File: src/rtl/imm_enc_pkg.sv
// Shared types and constants for the RV32I immediate-instruction encoder.
package imm_enc_pkg;

  localparam int unsigned INSTR_W = 32;

  typedef enum logic [2:0] {
    FMT_I     = 3'd0,
    FMT_SHIFT = 3'd1,
    FMT_LOAD  = 3'd2,
    FMT_S     = 3'd3,
    FMT_B     = 3'd4,
    FMT_U     = 3'd5,
    FMT_J     = 3'd6,
    FMT_INV   = 3'd7
  } fmt_e;

  localparam logic [6:0] OP_IMM    = 7'b0010011;
  localparam logic [6:0] OP_LOAD   = 7'b0000011;
  localparam logic [6:0] OP_STORE  = 7'b0100011;
  localparam logic [6:0] OP_BRANCH = 7'b1100011;
  localparam logic [6:0] OP_LUI    = 7'b0110111;
  localparam logic [6:0] OP_JAL    = 7'b1101111;

  localparam logic [INSTR_W-1:0] NOP = 32'h0000_0013;

  // One FIFO entry: encoded word plus its range/alignment error flag.
  typedef struct packed {
    logic [INSTR_W-1:0] instr;
    logic               err;
  } entry_t;

  localparam int unsigned ENTRY_W = $bits(entry_t);

  // True when v, read as two's complement, lies within [lo, hi].
  function automatic logic in_srange(input logic [31:0] v, input int lo, input int hi);
    return ($signed(v) >= lo) && ($signed(v) <= hi);
  endfunction

endpackage

File: src/rtl/imm_instr_encoder_enc_fifo.sv
// Generic in-order synchronous FIFO; head word is read from registered storage.
module enc_fifo #(
  parameter int unsigned DEPTH = 2,
  parameter int unsigned WIDTH = 8
) (
  input  logic             clk,
  input  logic             rst_n,
  input  logic             push_i,
  input  logic [WIDTH-1:0] wdata_i,
  input  logic             pop_i,
  output logic [WIDTH-1:0] rdata_o,
  output logic             full_o,
  output logic             empty_o
);

  localparam int unsigned AW = $clog2(DEPTH);
  localparam int unsigned PW = AW + 1;

  logic [WIDTH-1:0] mem_q [DEPTH];
  logic [AW:0]      wr_ptr_q, wr_ptr_d;
  logic [AW:0]      rd_ptr_q, rd_ptr_d;
  logic             push_ok, pop_ok;

  // Extra pointer MSB distinguishes full from empty when the indices match.
  assign empty_o = (wr_ptr_q == rd_ptr_q);
  assign full_o  = (wr_ptr_q[AW] != rd_ptr_q[AW]) &&
                   (wr_ptr_q[AW-1:0] == rd_ptr_q[AW-1:0]);
  assign push_ok = push_i && !full_o;
  assign pop_ok  = pop_i && !empty_o;
  assign rdata_o = mem_q[rd_ptr_q[AW-1:0]];

  // Next pointer values; each advances only on an effective push/pop.
  always_comb begin
    wr_ptr_d = wr_ptr_q + PW'(push_ok);
    rd_ptr_d = rd_ptr_q + PW'(pop_ok);
  end

  // Pointer registers; reset discards every buffered entry.
  always_ff @(posedge clk or negedge rst_n) begin
    if (!rst_n) begin
      wr_ptr_q <= '0;
      rd_ptr_q <= '0;
    end else begin
      wr_ptr_q <= wr_ptr_d;
      rd_ptr_q <= rd_ptr_d;
    end
  end

  // Storage; cleared on reset so the visible head reads as zero when empty.
  always_ff @(posedge clk or negedge rst_n) begin
    if (!rst_n) begin
      for (int unsigned i = 0; i < DEPTH; i++) begin
        mem_q[i] <= '0;
      end
    end else if (push_ok) begin
      mem_q[wr_ptr_q[AW-1:0]] <= wdata_i;
    end
  end

endmodule

File: src/rtl/imm_instr_encoder.sv
// Packs format/register/funct fields and an immediate into an RV32I word,
// flags out-of-range immediates and buffers results in an in-order FIFO.
module imm_instr_encoder
  import imm_enc_pkg::*;
#(
  parameter int unsigned DEPTH = 2,
  parameter int unsigned CNT_W = 16
) (
  input  logic             clk,
  input  logic             rst_n,
  input  logic             in_valid,
  output logic             in_ready,
  input  logic [2:0]       in_fmt,
  input  logic [4:0]       in_rd,
  input  logic [4:0]       in_rs1,
  input  logic [4:0]       in_rs2,
  input  logic [2:0]       in_funct3,
  input  logic [6:0]       in_funct7,
  input  logic [31:0]      in_imm,
  output logic             out_valid,
  input  logic             out_ready,
  output logic [31:0]      out_instr,
  output logic             out_err,
  output logic [CNT_W-1:0] err_count
);

  logic [INSTR_W-1:0] enc_instr;
  logic               enc_err;
  entry_t             wr_entry, rd_entry;
  logic               fifo_full, fifo_empty;
  logic               push, pop;
  logic [CNT_W-1:0]   err_cnt_q, err_cnt_d;

  // Combinational encoder and range/alignment checker for the incoming request.
  always_comb begin
    enc_instr = NOP;
    enc_err   = 1'b1;
    case (fmt_e'(in_fmt))
      FMT_I: begin
        enc_instr = {in_imm[11:0], in_rs1, in_funct3, in_rd, OP_IMM};
        enc_err   = !in_srange(in_imm, -2048, 2047);
      end
      FMT_SHIFT: begin
        enc_instr = {in_funct7, in_imm[4:0], in_rs1, in_funct3, in_rd, OP_IMM};
        enc_err   = (in_imm > 32'd31);
      end
      FMT_LOAD: begin
        enc_instr = {in_imm[11:0], in_rs1, in_funct3, in_rd, OP_LOAD};
        enc_err   = !in_srange(in_imm, -2048, 2047);
      end
      FMT_S: begin
        enc_instr = {in_imm[11:5], in_rs2, in_rs1, in_funct3, in_imm[4:0], OP_STORE};
        enc_err   = !in_srange(in_imm, -2048, 2047);
      end
      FMT_B: begin
        enc_instr = {in_imm[12], in_imm[10:5], in_rs2, in_rs1, in_funct3,
                     in_imm[4:1], in_imm[11], OP_BRANCH};
        enc_err   = !in_srange(in_imm, -4096, 4094) || in_imm[0];
      end
      FMT_U: begin
        enc_instr = {in_imm[31:12], in_rd, OP_LUI};
        enc_err   = (in_imm[11:0] != 12'd0);
      end
      FMT_J: begin
        enc_instr = {in_imm[20], in_imm[10:1], in_imm[11], in_imm[19:12], in_rd, OP_JAL};
        enc_err   = !in_srange(in_imm, -1048576, 1048574) || in_imm[0];
      end
      default: begin
        enc_instr = NOP;
        enc_err   = 1'b1;
      end
    endcase
  end

  assign wr_entry = {enc_instr, enc_err};
  assign push     = in_valid && in_ready;
  assign pop      = out_valid && out_ready;

  enc_fifo #(
    .DEPTH (DEPTH),
    .WIDTH (ENTRY_W)
  ) u_fifo (
    .clk     (clk),
    .rst_n   (rst_n),
    .push_i  (push),
    .wdata_i (wr_entry),
    .pop_i   (pop),
    .rdata_o (rd_entry),
    .full_o  (fifo_full),
    .empty_o (fifo_empty)
  );

  assign in_ready  = !fifo_full;
  assign out_valid = !fifo_empty;
  assign out_instr = rd_entry.instr;
  assign out_err   = rd_entry.err;
  assign err_count = err_cnt_q;

  // Saturating error count, bumped when an erroneous request is accepted.
  always_comb begin
    err_cnt_d = err_cnt_q;
    if (push && enc_err && (err_cnt_q != {CNT_W{1'b1}})) begin
      err_cnt_d = err_cnt_q + CNT_W'(1);
    end
  end

  // Error counter register.
  always_ff @(posedge clk or negedge rst_n) begin
    if (!rst_n) begin
      err_cnt_q <= '0;
    end else begin
      err_cnt_q <= err_cnt_d;
    end
  end

endmodule

File: config.mk
export PLATFORM = sky130hd
export DESIGN_NAME = imm_instr_encoder
export DESIGN_NICKNAME = d
export VERILOG_FILES = /design/src/rtl/imm_enc_pkg.sv /design/src/rtl/imm_instr_encoder_enc_fifo.sv /design/src/rtl/imm_instr_encoder.sv
export SDC_FILE = /design/constraint.sdc
export NUM_CORES = 1
export LEC_CHECK = 0
export CAP_MARGIN = 10
export CORE_AREA = 2 2 81 122
export CTS_BUF_LIST = sky130_fd_sc_hd__clkbuf_16
export CTS_CLUSTER_SIZE = 10
export DETAILED_ROUTE_END_ITERATION = 6
export DIE_AREA = 0 0 83 124
export PLACE_DENSITY = 0.89
export SLEW_MARGIN = 10
export SYNTH_ARGS = -nofsm -noshare
export SYNTH_HDL_FRONTEND = slang
export SYNTH_SLANG_ARGS = --single-unit
File: constraint.sdc
create_clock -name clk -period 2.4 [get_ports clk]
set_input_delay 0.72 -clock clk [delete_from_list [all_inputs] [get_ports clk]]
set_output_delay 0.72 -clock clk [all_outputs]
set_load 0.01 [all_outputs]
==> metrics, run 1 <==
top post-synthesis cells by count dfrtp_1 (84), a21oi_1 (56), mux2_2 (56); Rows 43; Num Clock Sinks between 80 and 90; Placed Cells about 690; Area contributors post-synth dfrtp_1 (46%), mux2_2 (14%), a21oi_1 (6.2%); TritonCTS clock tree yes; worst vdd ir 0.000618 V; total gr overflow 0; Slew Limit Fails 0; Post-synth ARST share 100%; Clock transition at path regs approximately 0.060 ns; RSZ-0062 raised after global routing true; status finished, violations left; CP bufs+invs 3; dpl hpwl 9.40 mm; final worst setup slack -0.0360 ns; Max Cap Viol 0; Arr. time, crit path ~2.7 ns; first-pass GRT wire length around 22 mm; critical path type in -> reg; Die Y 124 um; final setup violation count 2; Startpoint Class input port; skew final just under 0.006 ns; synthesized flop and latch total 84; GR Util All Layers 26.8%; drt wl/cell 20.0 um; I/O pin count 115; routed via count around 4,500; H-tree depth 3; DR pass1 iterations 5; drt first-iter violations 349; die area 10,300 sq um; core area 9200 sq um; GP Congestion about 0.91; top-count cell post-synth dfrtp_1; post-synth cell types 46; Crit path max-delay family compound AO/OA/AOI/OAI gates; CTS Buf Count 9; Crit Path Max Fanout 5; fin cells 716; Tightest Hold Check Type in -> async; max incr delay on CP 0.38 ns; Slew headroom between 40% and 50%; Port Buffers 114; leak pwr slightly below 3 nW; die width approximately 83 um; synthesized instance count ~450; period utilization 101%; drt drc 0; CP endpoint kind register; DP Worst Slack -0.816 ns; syn_nets 516; CTS root buf clkbuf_16; initial antenna violation count 1; final core occ 71.7%; final hold vios 0; Synth area leader dfrtp_1; hold_ws roughly 0.38 ns; mean area per synthesized cell 10.2 sq um; Worst path slowest cell a2111o_1; number of global-route vias before repair 4,451; Synth top area share 46.1%; fmax 0.411 GHz; violated checks setup timing; layout cells sized above 1 34.3%; starting density of the core about half; Synth Flop Type dfrtp_1; worst skew pair latency about 0.34 ns; fin nets about 670; CP Cell Sequence buf_2 > nand4_1 > nor3_2 > buf_4 > a2111o_1 > o32a_1 > a31o_4 > buf_12 > nor3_4 > mux2_4; largest net degree at the start of global routing between 40 and 50; post-route minimum period 2.44 ns; CP Data Required Time 2.63 ns; drt total wl 14.3 mm; Pwr Total 7.44 mW; worst-margin pin slew about 0.83 ns; PwrDens 1130 nW/um^2; Post-DRT Antenna Nets 0; cell area after synthesis 4560 sq um; Post-synth EDFFs 0; CTS Buffer Depth 2; Yosys Warn Count 0; vias per inst 6.23; Seq/Total Area, Yosys 46.1%; synth-to-layout area growth 44.8%
==> final timing paths <==
| kind | from | cells past startpoint | to | slack, ns |
|---|---|---|---|---|
| max | in_imm[31] | 10 | err_count[12]$_DFFE_PN0P_ | -0.04 |
| min | rst_n | 1 | u_fifo.mem_q[16]$_DFFE_PN0P_ | 0.38 |
| max reg2reg | err_count[5]$_DFFE_PN0P_ | 7 | err_count[15]$_DFFE_PN0P_ | 0.07 |
| min reg2reg | u_fifo.mem_q[35]$_DFFE_PN0P_ | 1 | u_fifo.mem_q[35]$_DFFE_PN0P_ | 0.47 |
| max in group asynchronous | rst_n | 2 | u_fifo.mem_q[2]$_DFFE_PN0P_ | 1.42 |
| min in group clk | u_fifo.mem_q[35]$_DFFE_PN0P_ | 1 | u_fifo.mem_q[35]$_DFFE_PN0P_ | 0.47 |
==> through the flow <==
stage	area (sq um)	setup TNS [ns]
4_1_cts	6380	-1.55
3_5_place_dp	6130	-20.78
6_report	6600	-0.0541
3_3_place_gp	6130	-16.06
5_1_grt	6600	-0.618
2_1_floorplan	4610	-0.529
==> worst reg2reg max path, cell delays in order (launching register included) <==
cell	delay [ns]
dfrtp_1	0.45
and4_1	0.28
and3_1	0.27
nand4_1	0.31
nor3_2	0.30
buf_4	0.31
nor4_4	0.09
xor2_1	0.19
==> state kept, by name (all words and copies together) (netlist names) <==
| signal | cells |
|---|---|
| err_count | 16 |
| u_fifo.mem_q | 64 |
| u_fifo.rd_ptr_q | 2 |
| u_fifo.wr_ptr_q | 2 |
==> final cells by class <==
| cell class | count | area (sq um) |
|---|---|---|
| fillers | 621 | 2600 |
| multi-input cells | 326 | 2540 |
| flip-flops and latches | 84 | 2100 |
| repair buffers | 166 | 1500 |
| clock buffers | 9 | 225 |
| well taps | 112 | 140 |
| inverters | 12 | 57.6 |
| clock inverters | 6 | 32.5 |
| diodes | 1 | 2.50 |
==> logic make-up after synthesis <==
group	Yosys count	share of synthesized area (%)
XOR/XNOR	18	3.46
adder cells (fa/ha/maj)	4	1.10
flip-flops	84	46.1
AO/OA/AOI/OAI	91	11.6
multiplexers	72	17.4
AND/OR/NAND/NOR	140	16.3
buffers and inverters	39	3.95
==> report_power, final <==
part	switching (mW)	total (mW)	leakage, nW	internal (mW)
registers	0.412	2.46	0.983	2.05
logic	1.78	3.76	1.79	1.98
clock network	0.541	1.22	0.124	0.683
total	2.73	7.44	2.90	4.71
==> placed cells by master (no fill, tap or decap), drive strengths merged, types with 14 or more instances in the layout <==
cell            n
nand2          16
nor4           16
buf            83
clkbuf         17
mux2           59
dlymetal6s2s   14
dfrtp          84
nor2           52
a21oi          56
clkdlybuf4s50  43
clkdlybuf4s15  15
==> per-layer routing <==
layer	share of wire [%]	up-vias	global-route usage, %
met5	0	-	0
met2	53	264	47.6
met3	6.1	80	4.90
li1	-	1929	-
met4	5.7	0	17.0
met1	35	2190	29.7
==> repair_timing <==
item | 4_1_cts | 5_1_grt
setup endpoints to repair | 51 | 29
resized for setup | 168 | 74
pin swaps | 19 | 14
hold buffers | 0 | 0
buffers inserted | 8 | 5
cloned | 1 | 0
(Power assumes the default switching activity.)
==> run 2, diff against run 1 <==
Settings changed: CAP_MARGIN 10 to 20.
==> results of run 2 <==
Same layout as run 1: the final DEF is identical, and so are final timing and power.
==> run 3, diff against run 2 <==
Settings changed: CORE_AREA 2 2 81 122 to 2 2 99 101, DIE_AREA 0 0 83 124 to 0 0 101 103.
==> run 3 against run 2 <==
Effect of this change:
- the run still ends with setup timing left
- maximum frequency shrank 7.2%
- combinational power shrank 2%
- sequential share of layout area shrank 0.35 points
- critical path type unchanged
==> metrics, run 3 (synthesis gave the netlist of run 1 again) <==
die area 10,400 sq um (was 10,300 sq um); dpl hpwl 9.33 mm (was 9.40 mm); worst vdd ir 0.000545 V (was 0.000618 V); # fillers 651 (was 621); I/O pin count 115 (unchanged); largest net degree at the start of global routing 38 (was 46); routed via count 4,382 (was 4,463); DP Worst Slack -0.767 ns (was -0.816 ns); violated checks setup timing (unchanged); drt first-iter violations 308 (was 349); die width 101 um (was 83 um); final hold vios 0 (unchanged); Tightest Hold Check Type in -> async (unchanged); Arr. time, crit path 2.86 ns (was 2.66 ns); starting density of the core 48.2% (was 49.5%); first-pass GRT wire length 21.3 mm (was 21.8 mm); commonest non-fill, non-tap cell in the layout dfrtp_1 (unchanged); drt total wl 14.4 mm (was 14.3 mm); post-route minimum period 2.62 ns (was 2.44 ns); layout cells sized above 1 33.8% (was 34.3%); H-tree depth 3 (unchanged); Die Y 103 um (was 124 um); final setup violation count 16 (was 2); most frequent cells in the layout dfrtp_1 (83), mux2_2 (56), a21oi_1 (56) (was dfrtp_1 (84), a21oi_1 (55), mux2_2 (50)); core area 9460 sq um (was 9200 sq um); CTS Buffer Depth 2 (unchanged); Top reg by flops u_fifo.mem_q (unchanged); worst-margin pin slew 0.744 ns (was 0.834 ns); critical path type in -> reg (unchanged); Startpoint Class input port (unchanged); status finished, violations left (unchanged); Crit Path Max Fanout 5 (unchanged); met1 Track Usage GR 32.9% (was 29.7%); worst skew pair latency 0.33 ns (was 0.34 ns); vias per inst 6.04 (was 6.23); GR peak layer met2 (unchanged); worst reg2reg path depth 9 (was 7); drt drc 0 (unchanged); CTS root buf clkbuf_16 (unchanged); Slew headroom 49.8% (was 43.8%); Rows 36 (was 43); fmax 0.381 GHz (was 0.411 GHz); CTS Buf Count 9 (unchanged); PwrDens 1100 nW/um^2 (was 1130 nW/um^2); Num Clock Sinks 84 (unchanged); TritonCTS clock tree yes (unchanged); RSZ-0062 raised after global routing true (unchanged); initial antenna violation count 0 (was 1); Slew Limit Fails 0 (unchanged); number of global-route vias before repair 4,397 (was 4,451); CP Data Required Time 2.63 ns (about the same); Max Cap Viol 0 (unchanged); drt wl/cell 19.8 um (was 20.0 um); GP Congestion 0.896 (was 0.907); fin cells 726 (was 716); total gr overflow 0 (unchanged); GR Util All Layers 26.7% (was 26.8%); period utilization 109% (was 101%); met3 Use GR 4.54% (was 4.90%); n_diodes 0 (was 1); final worst setup slack -0.225 ns (was -0.0360 ns); CP endpoint kind register (unchanged); Placed Cells 695 (was 686); synth-to-layout area growth 46.5% (was 44.8%); grt met2 use 45.6% (was 47.6%); fin nets 676 (was 667); Post-DRT Antenna Nets 0 (unchanged); Port Buffers 114 (unchanged); max reg flops 64 (unchanged); DR pass1 iterations 5 (unchanged); skew final 0.00676 ns (was 0.00586 ns); Clock transition at path regs 0.06 ns (about the same); leak pwr 2.88 nW (was 2.90 nW)
## run 3: cell types whose count changed in the layout (fill, tap and decap cells not counted), moves of 2 or more
cell	previous run	this run
buf_12	8	5
buf_2	27	14
buf_4	42	50
buf_6	6	13
clkdlybuf4s15_1	13	3
dlygate4sd2_1	3	35
dlymetal6s2s_1	14	2
mux2_2	50	56
mux2_4	9	3
nor4_1	0	2
nor4_2	11	7
nor4_4	5	7
## run 3: cell type report
class	instances	area, sq um	area share [%]
inverter	12	57.6	0.862
clock inverter	6	32.5	0.487
timing repair buffer	175	1570	23.5
sequential	84	2100	31.5
multi-input combinational	326	2550	38.1
clock buffer	9	225	3.37
tap	114	143	2.14
## run 3: per-stage QoR
step	power, mW	util, %	area, sq um	setup TNS (ns)	hold slack [ns]
2_1_floorplan	4.38	-	4610	-0.529	0.424
3_3_place_gp	5.92	65.2	6170	-16.97	0.448
3_5_place_dp	6.11	65.2	6170	-20.48	0.454
5_1_grt	7.77	70.6	6680	-1.59	0.383
4_1_cts	7.17	68.8	6510	-0.174	0.357
6_report	7.35	70.6	6680	-1.41	0.345
## run 3: final timing paths
path                            slack, ns                          from                            to
worst max-delay path                -0.22                    in_imm[25]     err_count[10]$_DFFE_PN0P_
worst min-delay path                 0.35                         rst_n  u_fifo.mem_q[17]$_DFFE_PN0P_
worst max register to register       0.09  u_fifo.rd_ptr_q[0]$_DFF_PN0_  u_fifo.mem_q[37]$_DFFE_PN0P_
worst min register to register       0.47   u_fifo.mem_q[2]$_DFFE_PN0P_   u_fifo.mem_q[2]$_DFFE_PN0P_
max in group asynchronous            1.45                         rst_n     err_count[10]$_DFFE_PN0P_
min in group clk                     0.47   u_fifo.mem_q[2]$_DFFE_PN0P_   u_fifo.mem_q[2]$_DFFE_PN0P_
## run 3: power by group
group	leakage, nW	switching (mW)	internal, mW
clock network	0.122	0.549	0.684
logic	1.77	1.78	1.89
registers	0.982	0.400	2.05
total	2.88	2.73	4.62
## run 3: worst max-delay path, stage by stage
cell      delay (ns)
buf_8           0.10
nand4_1         0.14
nor3_2          0.08
buf_4           0.14
a2111o_1        0.44
o32a_1          0.25
a31o_4          0.29
buf_6           0.14
nor4b_4         0.29
xor2_1          0.26
## run 3: per-layer routing
metal	vias to the layer above	wire length, um
li1	1939	-
met1	2146	5570
met3	60	1120
met2	237	7040
met4	0	654
met5	-	0
## run 3: what timing repair did
| action | 4_1_cts | 5_1_grt |
|---|---|---|
| pin swaps | 20 | 21 |
| hold buffers | 0 | 0 |
| buffers inserted | 8 | 6 |
| cloned | 1 | 1 |
| setup endpoints to repair | 49 | 19 |
| gates resized for setup | 169 | 42 |
